--- config.mk ---
export PLATFORM = sky130hd
export DESIGN_NAME = escalonador_rr
export DESIGN_NICKNAME = d
export VERILOG_FILES = /design/src/rtl/escalonador_rr.sv
export SDC_FILE = /design/constraint.sdc
export NUM_CORES = 1
export LEC_CHECK = 0
export BUFFER_PORTS_ARGS = -buffer_cell sky130_fd_sc_hd__buf_2
export CAP_MARGIN = 15
export CORE_UTILIZATION = 45
export CTS_CLUSTER_DIAMETER = 120
export DETAILED_ROUTE_END_ITERATION = 12
export HOLD_SLACK_MARGIN = 0.03
export PLACE_DENSITY = 0.7
export SLEW_MARGIN = 20
export SYNTH_ARGS = -nofsm -noshare
export SYNTH_HDL_FRONTEND = slang
export SYNTH_SLANG_ARGS = --single-unit
--- constraint.sdc ---
create_clock -name clk -period 2.37 [get_ports clk]
set_input_delay 0.5925 -clock clk [delete_from_list [all_inputs] [get_ports clk]]
set_output_delay 0.5925 -clock clk [all_outputs]
set_load 0.03 [all_outputs]
--- src/rtl/escalonador_rr.sv ---
// Preemptive round-robin scheduler: pid 0 is the OS (always ready), pids 1..3 are user processes.
// Drives the running pid and a one-cycle context-switch strobe for the PC manager and register bank.
module escalonador_rr #(
    parameter int unsigned QUANTUM = 64,
    parameter int unsigned QW      = 16
) (
    input  logic          clk,
    input  logic          reset,
    input  logic          enable,
    input  logic          HALT,
    input  logic          WAIT,
    input  logic          Set_ctx,
    input  logic          Set_pid_0,
    input  logic [1:0]    pid_req,
    input  logic          load_valid,
    input  logic [1:0]    load_pid,
    input  logic          io_done,
    input  logic [1:0]    io_pid,
    output logic [1:0]    id_proc,
    output logic          troca_ctx,
    output logic [3:0]    ready_mask,
    output logic [3:0]    wait_mask,
    output logic [QW-1:0] quantum_left,
    output logic          idle
);

    localparam logic [QW-1:0] Reload = QW'(QUANTUM - 1);

    typedef enum logic [0:0] {StRun, StSwitch} state_e;

    state_e        state_q, state_d;
    logic [1:0]    id_q, id_d;
    logic [1:0]    next_q, next_d;
    logic [1:0]    last_q, last_d;
    logic [3:0]    ready_q, ready_d;
    logic [3:0]    wait_q, wait_d;
    logic [QW-1:0] quant_q, quant_d;

    logic [3:0] cur_onehot;
    logic [3:1] cand;
    logic [1:0] rr_pid;
    logic       clear_ev;
    logic       os_ev;
    logic       ctx_ev;
    logic       exp_ev;

    assign cur_onehot = 4'b0001 << id_q;
    assign clear_ev   = HALT | WAIT;
    assign os_ev      = Set_pid_0 && (id_q != 2'd0);
    assign ctx_ev     = Set_ctx && ready_q[pid_req] && (pid_req != id_q);
    assign exp_ev     = enable && (quant_q == '0);

    // The process being halted/blocked is not a candidate for its own replacement.
    always_comb begin
        cand = ready_q[3:1];
        if (clear_ev) begin
            cand = ready_q[3:1] & ~cur_onehot[3:1];
        end
    end

    // Walk last_user+3 down to last_user+1 so the nearest ready pid wins.
    always_comb begin
        logic [1:0] p;
        rr_pid = 2'd0;
        p      = 2'd0;
        for (int i = 3; i >= 1; i--) begin
            p = 2'((int'(last_q) + i - 1) % 3 + 1);
            if (cand[p]) begin
                rr_pid = p;
            end
        end
    end

    always_comb begin
        state_d = state_q;
        id_d    = id_q;
        next_d  = next_q;
        last_d  = last_q;
        ready_d = ready_q;
        wait_d  = wait_q;
        quant_d = quant_q;

        unique case (state_q)
            StRun: begin
                if (clear_ev || (!os_ev && !ctx_ev && exp_ev)) begin
                    if (HALT) begin
                        ready_d = ready_q & ~cur_onehot;
                    end else if (WAIT) begin
                        ready_d = ready_q & ~cur_onehot;
                        wait_d  = wait_q | cur_onehot;
                    end
                    if (rr_pid == id_q) begin
                        quant_d = Reload;
                    end else begin
                        next_d  = rr_pid;
                        state_d = StSwitch;
                    end
                end else if (os_ev) begin
                    next_d  = 2'd0;
                    state_d = StSwitch;
                end else if (ctx_ev) begin
                    next_d  = pid_req;
                    state_d = StSwitch;
                end else if (enable) begin
                    quant_d = quant_q - QW'(1);
                end
            end
            StSwitch: begin
                id_d    = next_q;
                quant_d = Reload;
                state_d = StRun;
                if (next_q != 2'd0) begin
                    last_d = next_q;
                end
            end
        endcase

        // Loader and I/O sets override a same-edge clear and apply in every state.
        if (load_valid && (load_pid != 2'd0)) begin
            ready_d[load_pid] = 1'b1;
            wait_d[load_pid]  = 1'b0;
        end
        if (io_done && (io_pid != 2'd0)) begin
            if (wait_q[io_pid]) begin
                ready_d[io_pid] = 1'b1;
            end
            wait_d[io_pid] = 1'b0;
        end
        ready_d[0] = 1'b1;
        wait_d[0]  = 1'b0;
    end

    always_ff @(posedge clk or negedge reset) begin
        if (!reset) begin
            state_q <= StRun;
            id_q    <= 2'd0;
            next_q  <= 2'd0;
            last_q  <= 2'd0;
            ready_q <= 4'b0001;
            wait_q  <= 4'b0000;
            quant_q <= Reload;
        end else begin
            state_q <= state_d;
            id_q    <= id_d;
            next_q  <= next_d;
            last_q  <= last_d;
            ready_q <= ready_d;
            wait_q  <= wait_d;
            quant_q <= quant_d;
        end
    end

    assign id_proc      = id_q;
    assign troca_ctx    = (state_q == StSwitch);
    assign ready_mask   = ready_q;
    assign wait_mask    = wait_q;
    assign quantum_left = quant_q;
    assign idle         = (id_q == 2'd0) && (ready_q[3:1] == 3'b000);

    a_switch_one_cycle: assert property (
        @(posedge clk) disable iff (!reset) (state_q == StSwitch) |=> (state_q == StRun));
    a_os_always_ready: assert property (
        @(posedge clk) disable iff (!reset) (ready_q[0] && !wait_q[0]));

endmodule

==> metrics.log <==
[metrics] status: finished, violations left
[metrics] violated checks: negative setup slack
[metrics] minimum hold slack: 0.344 ns
[metrics] Diodes inserted: 0
[metrics] fillers: 357
[metrics] kind of start point of the critical path: flop
[metrics] net switching power: 1.62 mW
[metrics] number of sinks driven by the clock tree: 29
[metrics] number of flops mapped to enable cells by yosys: 0
[metrics] r2r endpoint: quantum_left[3]
[metrics] RD Place Congestion: 0.956
[metrics] port buffer count: 40
[metrics] most instantiated flip-flop cell in the synthesis netlist: dfrtp_1
[metrics] via count of the first global-routing pass: ~2.0k
[metrics] total global routing track utilization: 0.240
[metrics] vias per cell: 5.83
[metrics] number of endpoints with negative hold slack in the final report: 0
[metrics] net count after synthesis: about 260
[metrics] die extent in x: around 70 microns
[metrics] Core ar.: 0.00441 sq mm
[metrics] total DRC errors in the routed layout: 0
[metrics] Antenna Violating Nets Remaining: 0
[metrics] total number of vias: approximately 2.2k
[metrics] library cells used by synthesis: 60
[metrics] total setup violations reported at the end of the flow: 3
[metrics] overall die height: 70.4 microns
[metrics] multi-input logic area: approximately 0.0014 sq mm
[metrics] violation count after the first detailed-route iteration: approximately 150
[metrics] Max-cap violations: 0
[metrics] DRT Pass-1 Iters: 4
[metrics] count of warnings emitted by yosys: 0
[metrics] crit share post-route: 1.01
[metrics] insertion delay of the later-clocked pin in the worst-skew pair: 0.28 ns
[metrics] Lkg Pwr: between 1 and 1.5 nW
[metrics] Fin Clk Skew: around 0.0061 ns
[metrics] nature of the critical path endpoint: flop
[metrics] clock tree buffer depth: 2
[metrics] slack of the worst reg-to-reg path: -0.02 ns
[metrics] register bit count reported by yosys: 29
[metrics] post-synthesis cell area: 0.00210 sq mm
[metrics] maximum clock frequency: about 420 MHz
[metrics] combinational power share: 0.669
[metrics] Worst Max-Slew Pin Slew: ~0.66 ns
[metrics] launch point of the worst reg-to-reg path: last_q[1]
[metrics] Net Sw Frac: 0.436
[metrics] Tightest Hold Check Type: input port to async pin
[metrics] minimum clock period: 2.39 ns
[metrics] critical path peak fanout: 13
[metrics] Max transition margin: 0.561
[metrics] Routed wire per std cell: around 15 microns
[metrics] sequential standard cell area: 739 sq um
[metrics] # hold bufs at CTS: 0
[metrics] proportion of power drawn by the clock network: 0.115
[metrics] antenna violations before repair: 0
[metrics] clock tree from TritonCTS: built
[metrics] proportion of netlist area held by the largest area contributor: 0.274
[metrics] initial core utilization: 0.476
[metrics] growth of design area from synthesis to finish: 35.7%
[metrics] setup slack after placement: -0.219 ns
[metrics] overall overflow remaining after global route: 0
[metrics] dominant cell type by area after synthesis: dfrtp_1
[metrics] Clock Tree Root: clkbuf_8
[metrics] async set-reset flop share out of synthesis: 1.00
[metrics] critical path class: flop to flop
[metrics] top area cells in the synthesized netlist: dfrtp_1 27%, dfstp_2 7.5%, nand2_1 4.8%
[metrics] setup repair after global routing missed its margin: true
[metrics] mean cell area of the mapped netlist: approximately 9.0 sq um
[metrics] number of buffers created by CTS: 5
[metrics] Layout Nets: 338
[metrics] Detailed Place HPWL: around 4000 microns
[metrics] top-level port count: 43
[metrics] Post-Syn Instances: approximately 240
[metrics] fraction of final layout cells with drive strength greater than 1: 0.418
[metrics] CTS H-Tree Depth: 2
[metrics] Post-Route WL: 5630 microns
[metrics] setup slack after layout: -0.0156 ns
[metrics] register clock-pin slew on the reported worst setup and hold paths: 0.06 ns
[metrics] portion of total power attributed to sequential cells: 0.215
[metrics] worst path required time: 2.57 ns
[metrics] Slew Limit Fails: 0
[metrics] first-pass GRT wire length: about 9300 microns
[metrics] Die Area: ~0.0050 sq mm
[metrics] internal power of the cells: 2.09 mW
[metrics] Worst EP arrival: 2.59 ns
[metrics] fraction of the yosys area taken by sequential cells: 0.349
[metrics] maximum vdd drop: 1.04 mV
[metrics] maximum number of pins on one net before global-route repair: 30
[metrics] Rows: 24
[metrics] power density normalized to cell area: around 1300 mW/mm^2
[metrics] worst r2r path cells: 9
[cells in the mapped netlist, types with 4 or more instances]
| library cell | number |
|---|---|
| a21oi_1 | 11 |
| a221o_1 | 6 |
| a311oi_1 | 4 |
| a31oi_1 | 4 |
| dfrtp_1 | 23 |
| dfstp_2 | 6 |
| ha_1 | 6 |
| inv_1 | 8 |
| nand2_1 | 27 |
| nand2b_1 | 6 |
| nand3_1 | 4 |
| nand3b_1 | 4 |
| nor2_1 | 23 |
| nor2b_1 | 5 |
| nor3_1 | 7 |
| nor4_1 | 4 |
| o211ai_1 | 7 |
| o21ai_0 | 6 |
| o31a_1 | 4 |
| or4_1 | 4 |
[worst max-delay path, cell delays in order, from the launching register on]
cell and delay [ns]:
dfrtp_2 0.46, ha_4 0.25, or2_4 0.24, o2111a_1 0.16, a211o_1 0.26, a311oi_2 0.25
a21o_1 0.15, o21ai_2 0.07, buf_12 0.15, a221o_1 0.31
[registers in the layout (all words and copies together), names as in the netlist]
register	count
quantum_left	16
ready_mask	3
wait_mask	3
id_proc	2
last_q	2
next_q	2
troca_ctx	1
[layout make-up]
class | count | area share
multi-input cells | 187 | 0.474
repair buffers | 86 | 0.202
inverters | 8 | 0.0105
well taps | 52 | 0.0228
clock buffers | 8 | 0.0316
flip-flops and latches | 29 | 0.259
[how the worst max path moves through the flow]
stage | start | endpoint | slack, ns | cells after the start
2_1_floorplan | last_q[0] | quantum_left[2] | -0.07 | 11
3_3_place_gp | WAIT | next_q[0] | -0.18 | 8
3_5_place_dp | WAIT | next_q[0] | -0.22 | 8
4_1_cts | last_q[1] | quantum_left[4] | -0.1 | 9
5_1_grt | last_q[1] | quantum_left[5] | -0.13 | 9
6_report | last_q[1] | quantum_left[3] | -0.02 | 9
[routing by layer]
layer / global-route usage / wire (microns)
met4: 0.0889 / 74
met3: 0.0447 / 238
met2: 0.415 / 2840
met1: 0.294 / 2470
met5: 0 / 0
[timing repair]
action | in CTS | in global routing
setup buffers | 3 | 6
pin swaps | 3 | 4
setup endpoints to repair | 15 | 19
gates resized for setup | 7 | 12
gates cloned | 0 | 0
[placed cells by master (no fill, tap or decap), drive strengths merged, types with 5 or more instances in the layout]
cell,count
dfstp,6
inv,8
a311oi,5
clkbuf,8
nor4,5
nor3,7
nor2,23
o21ai,10
nand2,27
nand2b,6
ha,6
a21oi,12
buf,86
o211ai,9
dfrtp,23
nor2b,5
a221o,6
[power by group through the flow]
| stage | combinational (mW) | sequential (mW) | clock (mW) |
|---|---|---|---|
| 3_3_place_gp | 2.13 | 0.807 | 0 |
| 2_1_floorplan | 1.40 | 0.866 | 0 |
| 5_1_grt | 2.68 | 0.821 | 0.458 |
| 3_5_place_dp | 2.16 | 0.800 | 0 |
| 6_report | 2.48 | 0.799 | 0.428 |
| 4_1_cts | 2.27 | 0.806 | 0.436 |
[cell families after synthesis]
group | Yosys count | share of synthesized area
compound gates | 70 | 0.270
xor+xnor | 4 | 0.0202
fa+ha+maj | 6 | 0.0357
mux | 3 | 0.0155
other cells | 2 | 0.00357
flops | 29 | 0.349
buf+inv | 19 | 0.0512
simple gates | 102 | 0.255
[per-stage QoR]
step / util / std cells / total power, mW / instance area (sq um) / TNS [ns]
2_1_floorplan: - / 235 / 2.26 / 2140 / -0.287
3_3_place_gp: 0.591 / 354 / 2.93 / 2610 / -1.69
3_5_place_dp: 0.591 / 354 / 2.96 / 2610 / -2.19
4_1_cts: 0.622 / 364 / 3.51 / 2740 / -0.707
5_1_grt: 0.647 / 370 / 3.96 / 2850 / -1.22
6_report: 0.647 / 370 / 3.71 / 2850 / -0.0426
(Power assumes the default switching activity.)
